### src/rtl/inta_sequencer.sv
// 8086-mode interrupt-acknowledge sequencer: tracks the two INTA_N pulses, latches the
// winning level, pulses ISR set bits, drives cascade code as master and the vector on INTA #2.
module inta_sequencer #(
  parameter int TIMEOUT = 16
) (
  input  logic       clk,
  input  logic       reset,
  input  logic       INTA_N,
  input  logic       INT_REQ,
  input  logic [2:0] HIGHEST_IR,
  input  logic       SNGL,
  input  logic       Master_Slave,
  input  logic [2:0] ID,
  input  logic [7:0] SLAVE_MASK,
  input  logic [2:0] SLAVE_ID,
  input  logic [4:0] VECTOR_BASE,
  input  logic       AEOI,
  output logic [7:0] ISR_SET,
  output logic [2:0] CAS_CODE,
  output logic       CAS_EN,
  output logic [7:0] DATA_OUT,
  output logic       DATA_EN,
  output logic       EOI_PULSE,
  output logic [2:0] EOI_LEVEL,
  output logic       TIMEOUT_ERR
);

  localparam int TW = $clog2(TIMEOUT + 1);

  typedef enum logic [1:0] {IDLE, ACK1, WAIT2, ACK2} state_t;

  state_t          state_q, state_d;
  logic            inta_q, inta_d;
  logic [2:0]      level_q, level_d;
  logic            spurious_q, spurious_d;
  logic [TW-1:0]   timer_q, timer_d;

  logic [7:0]      isr_set_q, isr_set_d;
  logic [2:0]      cas_code_q, cas_code_d;
  logic            cas_en_q, cas_en_d;
  logic [7:0]      data_out_q, data_out_d;
  logic            data_en_q, data_en_d;
  logic            eoi_pulse_q, eoi_pulse_d;
  logic [2:0]      eoi_level_q, eoi_level_d;
  logic            timeout_err_q, timeout_err_d;

  logic            fall, rise, own, slave_mode, timer_done;

  function automatic logic [7:0] onehot(input logic [2:0] n);
    return 8'h01 << n;
  endfunction

  // Master broadcasts the level on CAS only when a slave hangs off that IR input.
  function automatic logic cas_active(input logic [2:0] lvl);
    return ~SNGL & Master_Slave & SLAVE_MASK[lvl];
  endfunction

  assign fall       = inta_q & ~INTA_N;
  assign rise       = ~inta_q & INTA_N;
  assign slave_mode = ~SNGL & ~Master_Slave;
  assign timer_done = (timer_q == TW'(TIMEOUT - 1));
  assign own        = SNGL
                    | (Master_Slave & ~SLAVE_MASK[level_q])
                    | (~Master_Slave & (ID == SLAVE_ID));

  always_comb begin
    state_d       = state_q;
    inta_d        = INTA_N;
    level_d       = level_q;
    spurious_d    = spurious_q;
    timer_d       = timer_q;
    isr_set_d     = 8'h00;
    cas_code_d    = 3'd0;
    cas_en_d      = 1'b0;
    data_out_d    = 8'h00;
    data_en_d     = 1'b0;
    eoi_pulse_d   = 1'b0;
    eoi_level_d   = 3'd0;
    timeout_err_d = 1'b0;

    case (state_q)
      IDLE: begin
        if (fall) begin
          state_d    = ACK1;
          level_d    = INT_REQ ? HIGHEST_IR : 3'd7;
          spurious_d = ~INT_REQ;
          if (INT_REQ & (SNGL | Master_Slave))
            isr_set_d = onehot(HIGHEST_IR);
        end
      end
      ACK1: begin
        if (rise) begin
          state_d = WAIT2;
          timer_d = '0;
        end
      end
      WAIT2: begin
        timer_d = timer_q + 1'b1;
        // A fall on the terminal count still completes the acknowledge.
        if (fall) begin
          state_d    = ACK2;
          data_en_d  = own;
          data_out_d = {VECTOR_BASE, level_q};
          if (slave_mode & own & ~spurious_q)
            isr_set_d = onehot(level_q);
        end else if (timer_done) begin
          state_d       = IDLE;
          timeout_err_d = 1'b1;
        end
      end
      ACK2: begin
        if (rise) begin
          state_d = IDLE;
          if (AEOI & own & ~spurious_q) begin
            eoi_pulse_d = 1'b1;
            eoi_level_d = level_q;
          end
        end else begin
          data_en_d  = own;
          data_out_d = {VECTOR_BASE, level_q};
        end
      end
      default: state_d = IDLE;
    endcase

    if ((state_d != IDLE) && cas_active(level_d)) begin
      cas_en_d   = 1'b1;
      cas_code_d = level_d;
    end
  end

  always_ff @(posedge clk) begin
    if (reset) begin
      state_q       <= IDLE;
      inta_q        <= 1'b1;
      level_q       <= 3'd0;
      spurious_q    <= 1'b0;
      timer_q       <= '0;
      isr_set_q     <= 8'h00;
      cas_code_q    <= 3'd0;
      cas_en_q      <= 1'b0;
      data_out_q    <= 8'h00;
      data_en_q     <= 1'b0;
      eoi_pulse_q   <= 1'b0;
      eoi_level_q   <= 3'd0;
      timeout_err_q <= 1'b0;
    end else begin
      state_q       <= state_d;
      inta_q        <= inta_d;
      level_q       <= level_d;
      spurious_q    <= spurious_d;
      timer_q       <= timer_d;
      isr_set_q     <= isr_set_d;
      cas_code_q    <= cas_code_d;
      cas_en_q      <= cas_en_d;
      data_out_q    <= data_out_d;
      data_en_q     <= data_en_d;
      eoi_pulse_q   <= eoi_pulse_d;
      eoi_level_q   <= eoi_level_d;
      timeout_err_q <= timeout_err_d;
    end
  end

  assign ISR_SET     = isr_set_q;
  assign CAS_CODE    = cas_code_q;
  assign CAS_EN      = cas_en_q;
  assign DATA_OUT    = data_out_q;
  assign DATA_EN     = data_en_q;
  assign EOI_PULSE   = eoi_pulse_q;
  assign EOI_LEVEL   = eoi_level_q;
  assign TIMEOUT_ERR = timeout_err_q;

endmodule

### config.mk
export PLATFORM = sky130hd
export DESIGN_NAME = inta_sequencer
export DESIGN_NICKNAME = d
export VERILOG_FILES = /design/src/rtl/inta_sequencer.sv
export SDC_FILE = /design/constraint.sdc
export NUM_CORES = 1
export LEC_CHECK = 0
export CAP_MARGIN = 20
export CORE_UTILIZATION = 45
export DETAILED_ROUTE_END_ITERATION = 10
export MAX_ROUTING_LAYER = met4
export PLACE_DENSITY_LB_ADDON = 0.3
export SLEW_MARGIN = 40
export SYNTH_ARGS = -nofsm -noshare
export SYNTH_HDL_FRONTEND = slang
export SYNTH_SLANG_ARGS = --single-unit
### constraint.sdc
create_clock -name clk -period 2.65 [get_ports clk]
set_input_delay 0.53 -clock clk [delete_from_list [all_inputs] [get_ports clk]]
set_output_delay 0.53 -clock clk [all_outputs]
set_load 0.02 [all_outputs]
==> results of run 1 <==
power groups by stage:
stage	Sequential [mW]	Combinational, mW	Clock, mW
final	0.599	0.177	0.405
after floorplan	0.603	0.0980	0
after global placement	0.612	0.173	0
after CTS	0.599	0.176	0.417
after detailed placement	0.612	0.175	0
after global routing	0.601	0.193	0.453
worst max-delay path by stage:
stage,startpoint,end,slack (ns),cells past startpoint
floorplan,INTA_N,CAS_CODE[0],0.49,5
global placement,INTA_N,CAS_EN,0.12,7
detailed placement,INTA_N,CAS_EN,0.09,7
CTS,INTA_N,CAS_EN,0.37,7
global route,INTA_N,CAS_CODE[0],0.26,7
finish,INTA_N,CAS_EN,0.39,7
per-layer routing:
metal  track usage, %  vias up  wire, um
li1                 -      760         -
met1             25.3      684      1690
met2             32.9       70      1720
met3             5.84        7       236
met4             9.01        0        64
met5                -        -         0
flip-flops by register name, summed over array words and instances (netlist names):
name and count:
TIMEOUT_ERR 1, spurious_q 1, state_q 2, DATA_OUT 8, level_q 3, EOI_LEVEL 3
CAS_CODE 3, timer_q 5, DATA_EN 1, CAS_EN 1, EOI_PULSE 1, inta_q 1
ISR_SET 8
placed cells by master (no fill, tap or decap), drive strengths merged, types with 4 or more instances in the layout:
| cell type | netlist | routed |
|---|---|---|
| clkdlybuf4s50 | 0 | 54 |
| dfxtp | 38 | 38 |
| nor2 | 26 | 26 |
| a21oi | 11 | 11 |
| and2 | 10 | 10 |
| nor3 | 9 | 9 |
| buf | 4 | 8 |
| nand2 | 7 | 7 |
| clkbuf | 3 | 7 |
| nand2b | 6 | 6 |
| nand3 | 5 | 5 |
| nor2b | 5 | 5 |
| o21ai | 5 | 5 |
| inv | 4 | 4 |
| nand3b | 4 | 4 |
| mux2i | 4 | 4 |
kinds of logic (layout without fill, tap and decap cells):
kind of cell / after synthesis / in the layout / synth area share, %
XOR/XNOR: 3 / 3 / 1.58
AND/OR/NAND/NOR: 85 / 85 / 27.9
multiplexers: 7 / 7 / 6.01
buffers and inverters: 11 / 74 / 3.31
flip-flops: 38 / 38 / 45.7
adder cells (fa/ha/maj): 2 / 2 / 1.50
AO/OA/AOI/OAI: 34 / 34 / 14.0
stage by stage:
| step | hold WS (ns) | setup slack [ns] | utilization (%) | power [mW] |
|---|---|---|---|---|
| after global routing | 0.532 | 0.264 | 69.1 | 1.25 |
| after detailed placement | 0.487 | 0.0867 | 66.3 | 0.787 |
| after floorplan | 0.454 | 0.495 | - | 0.701 |
| after CTS | 0.504 | 0.374 | 69.0 | 1.19 |
| final | 0.492 | 0.388 | 69.1 | 1.18 |
| after global placement | 0.476 | 0.117 | 66.3 | 0.785 |
worst reg2reg max path, stage by stage (launching register included):
cell and delay [ns]:
dfxtp_1 0.40, nor4b_4 0.35, mux2i_2 0.25, buf_4 0.19, mux2_2 0.35, o32ai_2 0.17
a211oi_1 0.09
area by class of cell:
class | count | share of cell area (%)
tap | 46 | 2.42
clock buffer | 7 | 3.63
timing repair buffer | 62 | 25.2
multi-input combinational | 131 | 35.9
clock inverter | 1 | 0.210
inverter | 4 | 0.631
sequential | 38 | 32.0
==> results_dict.tcl, run 1 <==
set metrics [dict create \
    status "finished, final reports clean" \
    grt.total_usage_pct 21.0 \
    fin_crit_ns 2.26 \
    slowest_delay_ns 0.47 \
    rsz0062_at_grt "no" \
    synth-edff-count 0 \
    r2r_start "state_q[1]" \
    pwr-share-comb_pct 15.0 \
    wirelength_um 3710 \
    drv_slew 0 \
    dr.pass1.iters 4 \
    drive_gt1_share_pct 10.3 \
    post_drt_via_cell_ratio 5.26 \
    synth_top_cell_area_share_pct 45.7 \
    diodes 0 \
    max_freq_ghz 0.442 \
    clock_power_share_pct 34.3 \
    setup_viol 0 \
    grt_pass1_vias 1368 \
    avgSynthCellArea_um2 9.25 \
    synthDistinctLibCells 45 \
    area_delta_synth_final_pct 42.9 \
    peakVddDrop_mv 0.319 \
    finish.instance_area_mm2 0.00238 \
    maxSlewHeadroom_pct 62.9 \
    path_clk_slew_ns 0.07 \
    htreeDepth 2 \
    cts.repair.resized 0 \
    min_from "timer_q[4]" \
    min_path_type "reg2reg" \
    synthMostInstantiatedCell "dfxtp_1" \
    gr-total-overflow 0 \
    cellLeakagePower_nw 0.867 \
    hold_path_depth 2 \
    placed_cell_area_mm2 0.00228 \
    insertion_delay_ns 0.29 \
    io_buffers 54 \
    start_util_pct 48.4 \
    via_count 1521 \
    dp.final_hpwl_um 2800 \
    gp_congestion 0.883 \
    yosys_warnings 0 \
    crit_buf_inv 2 \
    fin_crit_sh_pct 85.3 \
    cts_num_sinks 38 \
    setup_tns_ns 0 \
    die_h_um 62.8 \
    post_cts_buffers 0 \
    hold_end "timer_q[4]" \
    syn_area_mm2 0.00167 \
    die_w_um 62.8 \
    hold_viol 0 \
    cap_violations 0 \
    cp_top_family "buffers and inverters" \
    ys_seq_area_share_pct 45.7 \
    rrSetupSlack_ns 0.71 \
    io-pin-count 55 \
    fillCellCount 279 \
    end_kind "register" \
    p_seq_share_pct 50.7 \
    cts-root-buf "clkbuf_8" \
    synthesis.nets 211 \
    wl_per_cell_um 12.8 \
    synth_cells 180 \
    tightest_slew_ns 0.552 \
    synth_flop_cell "dfxtp_1" \
    postCtsHoldBufs 0 \
    drt_iter0_markers 53 \
    cp_slowest_cell "clkdlybuf4s50_1" \
    worstPathArrival_ns 2.41 \
    ant_nets 0 \
    fin_skew_ns 0.00782 \
    reg2reg_to "CAS_EN" \
    seq_area_um2 761 \
    dieArea_mm2 0.00395 \
    internal-power_mw 0.887 \
    p_sw_share_pct 24.9 \
    ys_top_cells_by_area "dfxtp_1, nor2_1, and2_1" \
    coreArea_mm2 0.00344 \
    critPathMaxFanout 8 \
    ys_seq_elements 38 \
    yosys-top-cells-count "dfxtp_1, nor2_1, a21oi_1" \
    required_ns 2.80 \
    async_flop_share_pct 0 \
    cts_made_buffers 5 \
    antenna_found_initial 0 \
    critical_path_class "in2reg" \
    row_count 21 \
    dpl.cell_count 281 \
    drc_errors 0 \
    synth_area_leader_cell "dfxtp_1" \
    p_sw_mw 0.294 \
    clock_path_buffers 2 \
    crit_chain "clkdlybuf4s50_1 -> nor4b_4 -> mux2i_2 -> buf_4 -> mux2_2 -> o32ai_2 -> a211oi_1" \
    power_density_mw_per_mm2 496 \
    start_kind "primary input" \
    cts_tree "done" \
    grt_max_degree 15 \
    fin_cells 289 \
    multi_input_area_um2 855 \
    nNetsFinal 273 \
    grt_first_pass_wirelength_um 6200 \
    r2r_cells 6 \
]
No activity file was read; power rests on OpenSTA's default activity.
==> run 2: changes to the inputs <==
--- a/config.mk
+++ b/config.mk
@@ -8,8 +8,10 @@
 export CAP_MARGIN = 20
 export CORE_UTILIZATION = 45
 export DETAILED_ROUTE_END_ITERATION = 10
+export HOLD_SLACK_MARGIN = 0.1
 export MAX_ROUTING_LAYER = met4
 export PLACE_DENSITY_LB_ADDON = 0.3
+export RECOVER_POWER = 100
 export SLEW_MARGIN = 40
 export SYNTH_ARGS = -nofsm -noshare
 export SYNTH_HDL_FRONTEND = slang
==> run 2 against run 1 <==
  * Clock skew is 0.0011 ns lower
  * Sequential power is essentially flat
  * Power shrank 0.34%
  * Global-route usage unchanged
  * First-iteration DRC count grew 36%
  * Sequential share of layout area is 0.22 points higher
  * Die area unchanged
  * Register-to-register slack about the same
  * Cell area decreased by 0.68%
  * Via count decreased by 1.8%
  * Routed wire length is 0.19% lower
  * Largest cell class unchanged
==> results_dict.tcl, run 2 (synthesized netlist as in run 1, its figures left out) <==
set metrics [dict create \
    critPathMaxFanout 8 \
    diodes 0 \
    cp_top_family "buffers and inverters" \
    io-pin-count 55 \
    insertion_delay_ns 0.29 \
    cts-root-buf "clkbuf_8" \
    max_freq_ghz 0.421 \
    tightest_slew_ns 0.830 \
    cts_num_sinks 38 \
    required_ns 2.80 \
    ant_nets 0 \
    area_delta_synth_final_pct 41.9 \
    dieArea_mm2 0.00395 \
    grt_first_pass_wirelength_um 6200 \
    cts.repair.resized 0 \
    cp_slowest_cell "dlygate4sd3_1" \
    drive_gt1_share_pct 8.64 \
    clock_path_buffers 2 \
    placed_cell_area_mm2 0.00228 \
    gp_congestion 0.883 \
    cts_made_buffers 5 \
    coreArea_mm2 0.00344 \
    grt_pass1_vias 1368 \
    io_buffers 54 \
    die_h_um 62.8 \
    setup_viol 0 \
    status "finished, final reports clean" \
    start_kind "primary input" \
    min_path_type "reg2reg" \
    grt.total_usage_pct 21.0 \
    die_w_um 62.8 \
    htreeDepth 2 \
    row_count 21 \
    cellLeakagePower_nw 0.943 \
    final_common_cell "dfxtp_1" \
    nNetsFinal 273 \
    grt_max_degree 15 \
    end_kind "register" \
    start_util_pct 48.4 \
    dp.final_hpwl_um 2800 \
    post_drt_via_cell_ratio 5.17 \
    layout_common_cells "dfxtp_1, dlygate4sd3_1, nor2_1" \
    total_power_mw 1.18 \
    wl_per_cell_um 12.8 \
    gr-total-overflow 0 \
    peakVddDrop_mv 0.315 \
    wirelength_um 3700 \
    fin_crit_sh_pct 89.6 \
    hold_viol 0 \
    cap_violations 0 \
    worstPathArrival_ns 2.53 \
    via_count 1493 \
    fin_crit_ns 2.37 \
    drc_errors 0 \
    fin_skew_ns 0.00670 \
    power_density_mw_per_mm2 498 \
    setup_tns_ns 0 \
    postCtsHoldBufs 0 \
    crit_chain "dlygate4sd3_1 -> nor4b_4 -> mux2i_2 -> buf_4 -> mux2_2 -> o32ai_2 -> a211oi_1" \
    antenna_found_initial 0 \
    fin_util_pct 68.7 \
    path_clk_slew_ns 0.07 \
    drv_slew 0 \
    dr.pass1.iters 4 \
    cts_tree "done" \
    critical_path_class "in2reg" \
    maxSlewHeadroom_pct 44.6 \
    finish.instance_area_mm2 0.00236 \
    drt_iter0_markers 72 \
    slowest_delay_ns 0.59 \
    fillCellCount 284 \
    rsz0062_at_grt "no" \
    post_cts_buffers 0 \
    crit_buf_inv 2 \
]
run 2: changes by cell type in the layout (fill, tap and decap cells not counted), sizes merged:
cell	before	now
clkdlybuf4s50	54	25
dlygate4sd3	0	29
buf	8	5
clkbuf	7	10
run 2: routing by layer:
| layer | track usage, % | share of wire, % |
|---|---|---|
| met5 | - | 0 |
| met3 | 5.84 | 4.8 |
| met2 | 32.9 | 46 |
| met1 | 25.3 | 47 |
| met4 | 9.01 | 1.8 |
run 2: worst paths after layout:
| path | startpoint | to | slack, ns | depth (start not counted) |
|---|---|---|---|---|
| worst min register to register | timer_q[4] | timer_q[4] | 0.49 | 2 |
| worst max register to register | state_q[1] | CAS_EN | 0.71 | 6 |
| worst min-delay path | timer_q[4] | timer_q[4] | 0.49 | 2 |
| worst max-delay path | INTA_N | CAS_EN | 0.28 | 7 |
run 2: per-stage QoR:
stage                     worst slack (ns)  std cells  hold slack [ns]
after detailed placement            0.0867        281            0.487
after floorplan                      0.495        180            0.454
after CTS                            0.374        289            0.504
after global routing                 0.133        289            0.532
final                                0.275        289            0.492
after global placement               0.117        281            0.476
run 2: final cells by class:
class | count | area (um2) | area share [%]
clock buffers | 7 | 86.3 | 3.65
inverters | 4 | 15.0 | 0.635
well taps | 46 | 57.6 | 2.44
repair buffers | 62 | 589 | 24.9
multi-input cells | 131 | 850 | 35.9
flip-flops and latches | 38 | 761 | 32.2
clock inverters | 1 | 5.00 | 0.212
run 2: report_power, final:
group          switching, mW  total (mW)  internal, mW
clock                  0.197       0.407         0.210
sequential            0.0178       0.599         0.581
combinational         0.0803       0.171        0.0903
run 2: worst min-delay path, stage by stage (launching register included):
cell	delay [ns]
dfxtp_1	0.33
a21oi_1	0.06
nor2_1	0.07
